===== src/rtl/conv_pkg.sv =====
// Shared types and constants for the convolver weight path.
package conv_pkg;

  localparam int unsigned WEIGHT_W    = 32;
  localparam int unsigned KERNEL_TAPS = 9;

  typedef logic [WEIGHT_W-1:0] weight_t;

  typedef enum logic [1:0] {
    IDLE = 2'd0,
    LOAD = 2'd1,
    FULL = 2'd2
  } wstate_e;

endpackage


===== src/rtl/weight_bank.sv =====
// N-entry weight register array.
// Ports: clk, reset (async, active-high); wr_en/wr_idx/wr_data single-entry write;
//        load_en/load_data parallel load of all entries (wins over wr_en);
//        rd_data flattened contents, entry j at [j*BIT_WIDTH +: BIT_WIDTH].
module weight_bank
  import conv_pkg::*;
#(
  parameter int unsigned BIT_WIDTH = WEIGHT_W,
  parameter int unsigned N         = KERNEL_TAPS,
  parameter int unsigned IDX_W     = $clog2(N)
) (
  input  logic                   clk,
  input  logic                   reset,
  input  logic                   wr_en,
  input  logic [IDX_W-1:0]       wr_idx,
  input  logic [BIT_WIDTH-1:0]   wr_data,
  input  logic                   load_en,
  input  logic [N*BIT_WIDTH-1:0] load_data,
  output logic [N*BIT_WIDTH-1:0] rd_data
);

  logic [BIT_WIDTH-1:0] mem_q [N];
  logic [BIT_WIDTH-1:0] mem_d [N];

  // Next-entry selection: parallel load, else indexed write, else hold.
  always_comb begin
    for (int j = 0; j < int'(N); j++) begin
      mem_d[j] = mem_q[j];
      if (load_en) begin
        mem_d[j] = load_data[j*BIT_WIDTH +: BIT_WIDTH];
      end else if (wr_en && (wr_idx == IDX_W'(j))) begin
        mem_d[j] = wr_data;
      end
    end
  end

  always_ff @(posedge clk or posedge reset) begin
    if (reset) begin
      for (int j = 0; j < int'(N); j++) begin
        mem_q[j] <= '0;
      end
    end else begin
      for (int j = 0; j < int'(N); j++) begin
        mem_q[j] <= mem_d[j];
      end
    end
  end

  // Flattened read straight from the flops.
  for (genvar g = 0; g < int'(N); g++) begin : g_rd
    assign rd_data[g*BIT_WIDTH +: BIT_WIDTH] = mem_q[g];
  end

endmodule


===== src/rtl/weight_dbuf_register.sv =====
// Double-buffered kernel weight register. Words stream into a shadow bank
// under valid/ready; a swap at a frame boundary copies the full shadow set
// into the active bank that drives the convolver.
// Ports: clk, reset (async, active-high); weight_valid/weight_in/weight_ready
//        serial load, tap 0 first; clear aborts a shadow load; swap_req
//        promotes a full shadow; weight_out active bank (flattened);
//        active_valid, shadow_full status; swap_err pulse on a premature swap.
module weight_dbuf_register
  import conv_pkg::*;
#(
  parameter int unsigned BIT_WIDTH = WEIGHT_W,
  parameter int unsigned N         = KERNEL_TAPS,
  parameter int unsigned IDX_W     = $clog2(N)
) (
  input  logic                   clk,
  input  logic                   reset,
  input  logic                   weight_valid,
  input  logic [BIT_WIDTH-1:0]   weight_in,
  output logic                   weight_ready,
  input  logic                   clear,
  input  logic                   swap_req,
  output logic [N*BIT_WIDTH-1:0] weight_out,
  output logic                   active_valid,
  output logic                   shadow_full,
  output logic                   swap_err
);

  wstate_e          state_q, state_d;
  logic [IDX_W-1:0] idx_q, idx_d;
  logic             active_valid_q, active_valid_d;
  logic             shadow_full_q, shadow_full_d;
  logic             swap_err_q, swap_err_d;
  logic             weight_ready_q, weight_ready_d;

  logic             accept_c;
  logic             shadow_wr_c;
  logic             active_load_c;
  logic [N*BIT_WIDTH-1:0] shadow_data;

  assign accept_c = weight_valid & weight_ready_q;

  // Next state and bank controls; clear dominates words and swaps.
  always_comb begin
    state_d        = state_q;
    idx_d          = idx_q;
    active_valid_d = active_valid_q;
    swap_err_d     = 1'b0;
    shadow_wr_c    = 1'b0;
    active_load_c  = 1'b0;

    if (clear) begin
      state_d = IDLE;
      idx_d   = '0;
    end else begin
      unique case (state_q)
        IDLE: begin
          if (accept_c) begin
            shadow_wr_c = 1'b1;
            idx_d       = IDX_W'(1);
            state_d     = LOAD;
          end
          if (swap_req) swap_err_d = 1'b1;
        end
        LOAD: begin
          if (accept_c) begin
            shadow_wr_c = 1'b1;
            if (idx_q == IDX_W'(N - 1)) begin
              idx_d   = '0;
              state_d = FULL;
            end else begin
              idx_d = idx_q + IDX_W'(1);
            end
          end
          // A swap racing the final word is refused; a fresh request is needed.
          if (swap_req) swap_err_d = 1'b1;
        end
        FULL: begin
          if (swap_req) begin
            active_load_c  = 1'b1;
            active_valid_d = 1'b1;
            state_d        = IDLE;
          end
        end
        default: begin
          state_d = IDLE;
          idx_d   = '0;
        end
      endcase
    end

    weight_ready_d = (state_d != FULL);
    shadow_full_d  = (state_d == FULL);
  end

  always_ff @(posedge clk or posedge reset) begin
    if (reset) begin
      state_q        <= IDLE;
      idx_q          <= '0;
      active_valid_q <= 1'b0;
      shadow_full_q  <= 1'b0;
      swap_err_q     <= 1'b0;
      weight_ready_q <= 1'b0;
    end else begin
      state_q        <= state_d;
      idx_q          <= idx_d;
      active_valid_q <= active_valid_d;
      shadow_full_q  <= shadow_full_d;
      swap_err_q     <= swap_err_d;
      weight_ready_q <= weight_ready_d;
    end
  end

  assign weight_ready = weight_ready_q;
  assign active_valid = active_valid_q;
  assign shadow_full  = shadow_full_q;
  assign swap_err     = swap_err_q;

  // Shadow bank: indexed writes from the serial stream.
  weight_bank #(
    .BIT_WIDTH (BIT_WIDTH),
    .N         (N),
    .IDX_W     (IDX_W)
  ) u_shadow (
    .clk       (clk),
    .reset     (reset),
    .wr_en     (shadow_wr_c),
    .wr_idx    (idx_q),
    .wr_data   (weight_in),
    .load_en   (1'b0),
    .load_data ('0),
    .rd_data   (shadow_data)
  );

  // Active bank: one-cycle parallel copy of the shadow on swap.
  weight_bank #(
    .BIT_WIDTH (BIT_WIDTH),
    .N         (N),
    .IDX_W     (IDX_W)
  ) u_active (
    .clk       (clk),
    .reset     (reset),
    .wr_en     (1'b0),
    .wr_idx    ('0),
    .wr_data   ('0),
    .load_en   (active_load_c),
    .load_data (shadow_data),
    .rd_data   (weight_out)
  );

endmodule


===== config.mk =====
export PLATFORM = sky130hd
export DESIGN_NAME = weight_dbuf_register
export DESIGN_NICKNAME = d
export VERILOG_FILES = /design/src/rtl/conv_pkg.sv /design/src/rtl/weight_bank.sv /design/src/rtl/weight_dbuf_register.sv
export SDC_FILE = /design/constraint.sdc
export NUM_CORES = 1
export LEC_CHECK = 0
export ABC_AREA = 1
export BUFFER_PORTS_ARGS = -buffer_cell sky130_fd_sc_hd__buf_2
export CORE_UTILIZATION = 35
export DETAILED_ROUTE_END_ITERATION = 10
export PLACE_DENSITY_LB_ADDON = 0.15
export SLEW_MARGIN = 20
export SYNTH_ARGS = -nofsm -noshare
export SYNTH_HDL_FRONTEND = slang
export SYNTH_SLANG_ARGS = --single-unit

===== constraint.sdc =====
create_clock -name clk -period 41.5 [get_ports clk]
set_input_delay 12.45 -clock clk [delete_from_list [all_inputs] [get_ports clk]]
set_output_delay 12.45 -clock clk [all_outputs]
set_load 0.02 [all_outputs]

==> summary.md <==
| Metric | Value |
|---|---|
| Top cells by area, synth | `dfrtp_1 65%, nand2_1 9.9%, o21ai_1 5.8%` |
| Area Overhead vs Synth | `18.5%` |
| Width of the die | `256 um` |
| # DRC | `0` |
| Starting Density | `35.5%` |
| Row cnt | `92` |
| Nets | `2584` |
| # Post-CTS Setup Buffers | `0` |
| Top cell type's share of synthesized area | `65.2%` |
| Seq/Total Area, Yosys | `65.2%` |
| FF+latch count, synth | `586` |
| Area of the multi-input gates | `5780 um^2` |
| Ratio of cells with drive above 1 in the final layout | `20.9%` |
| FF+latch area | `14700 um^2` |
| Post_cts resized | `0` |
| Die Ht | `256 um` |
| Final setup fails | `0` |
| Crit-path cells | `buf_2 > inv_8 > buf_4 > buf_4 > buf_4 > buf_12` |
| Measured slew at the worst slew-check pin | `972 ps` |
| Yosys cell types | `24` |
| CORE AREA | `63300 um^2` |
| Fin. Hold Viols | `0` |
| Commonest cells in the netlist | `594 x nand2_1, 586 x dfrtp_1, 330 x inv_1` |
| Critical path data arrival time | `15720 ps` |
| Period minus WS final | `14950 ps` |
| Top_reg_cell synth | `dfrtp_1` |
| Hold Crit Class | `reg2reg` |
| I/O Buffers | `328` |
| Leak | `13.1 nW` |
| Count leader, synth | `nand2_1` |
| Clock transition at path regs | `60 ps` |
| Vias in the first global route | `15300` |
| HPWL after DPL | `37900 um` |
| Worst skew pair latency | `590 ps` |
| Critical path required time | `42270 ps` |
| WS Path Type | `in2async` |
| Synth Instances | `2249` |
| Yosys top cell by area | `dfrtp_1` |
| Max transition margin | `35.2%` |
| First-pass GRT wire length | `91600 um` |
| Overall Global Routing Usage | `18.1%` |
| CTS Buffer Depth | `3` |
| Async SR Flop Fraction | `100%` |
| Vias per cell | `4.47` |
| Ant diodes | `0` |
| Die area | `65300 um^2` |
| H-tree Lvls | `3` |
| Setup Skew | `17.4 ps` |
| F_max | `0.0669 GHz` |
| Post-route cell area | `26700 um^2` |
| Placed cell area | `24500 um^2` |
| GPL Wtd Cong | `0.762` |
| CP max stage delay | `800 ps` |
| Max-capacitance violation count | `0` |
| Post-Route WL | `58100 um` |
| PD cells | `46.0 nW/um^2` |
| Syn_area_per_cell | `10.0 um^2` |
| Worst VDD drop | `0.0247 mV` |
| Crit-path max FO | `126` |
| Post-synth EDFFs | `0` |
| Startpoint types | `input pin` |
| Largest net degree at the start of global routing | `127` |
| Root buf cell | `clkbuf_16` |
| Via count | `15400` |
| Max-slew violation count | `0` |
| Clock net sink count | `586` |
| Crit end category | `asynchronous set/reset pin` |
| CTS tree | `built` |
| Routed WL per cell | `16.9 um` |
| Critical path's most frequent cell | `buf_4` |
| Fill cells | `6316` |
| Mapped Nets | `2290` |
| Total CTS buffers | `67` |
| Hold buffers post-CTS | `0` |
| TNS Setup | `0 ps` |
| Status | `completed` |
| Remaining global-route overflow | `0` |
| Area of the mapped netlist | `22500 um^2` |
| Critical-path top delay cell | `buf_4` |
| DRT Pass-1 Iters | `5` |
| DR iter-0 viols | `1098` |
| Antenna violations before repair | `0` |
| Ports | `329` |
| Post-DRT Antenna Nets | `0` |
| Syn. warnings | `0` |
| RSZ-0062 raised after global routing | `no` |
| Final Cycle Share | `36.0%` |
==> metrics by stage <==
step                power, mW  instances  hold WS (ps)  utilization (%)  worst slack (ps)
CTS                      1.25       3433           480             42.0             26150
global route             1.28       3435           491             42.1             26040
finish                   1.23       3435           476             42.1             26550
detailed placement      0.672       3318           461             38.7             25510
floorplan               0.653       2249           455                -             12650
global placement        0.670       3318           447             38.7             25560
==> placed cells by master (no fill, tap or decap), drive strengths merged <==
cell type and instances:
ha 4, clkinv 13, clkbuf 99, dfrtp 586, nand2 597, buf 343
nand3 16, a21oi 3, nor2 8, o21ai 580, bufinv 1, nand4 2
inv 337
==> final timing paths <==
kind,from,to,slack (ps),depth (start not counted)
max,reset,u_active.rd_data[113],26550,6
min,u_active.rd_data[23],u_active.rd_data[23],480,2
max reg2reg,state_q[0],u_active.rd_data[244],38260,7
min reg2reg,u_active.rd_data[23],u_active.rd_data[23],480,2
max in group clk,clear,u_active.rd_data[244],26720,6
min in group asynchronous,reset,u_active.rd_data[88],12030,2
==> cells by family after synthesis <==
| logic type | Yosys count | synth area share, % |
|---|---|---|
| AOI/OAI and AO/OA | 583 | 14.3 |
| adders and majority gates | 4 | 0.223 |
| buffers and inverters | 453 | 9.14 |
| DFF | 586 | 65.2 |
| and+or+nand+nor | 623 | 11.2 |
==> layout make-up <==
type / count / share of cell area, %
Inverter: 335 / 4.75
Sequential cell: 586 / 55.0
Tap cell: 846 / 3.97
Multi-Input combinational cell: 1210 / 21.7
Timing Repair Buffer: 343 / 6.70
Clock buffer: 99 / 7.46
Clock inverter: 16 / 0.422
==> power by group <==
part	internal (mW)	leakage, nW	switching (mW)
sequential	0.594	8.06	0.0119
combinational	0.0155	4.02	0.0387
clock	0.337	1.05	0.229
==> state kept, by name (all words and copies together) (netlist names) <==
signal / flops
weight_ready: 1
u_shadow.rd_data: 288
idx_q: 4
state_q: 2
active_valid: 1
u_active.rd_data: 288
swap_err: 1
shadow_full: 1
==> critical path: cells and delay by family <==
family,cells,cell delay [ps]
buf+inv,6,3070
==> routing by layer <==
metal	part of all wire, %	track usage (%)	vias to the layer above
met5	0	0	-
met3	4.7	3.69	49
li1	-	-	7651
met4	1.8	5.59	0
met2	50	30.9	296
met1	43	22.9	7364
(Power assumes the default switching activity.)
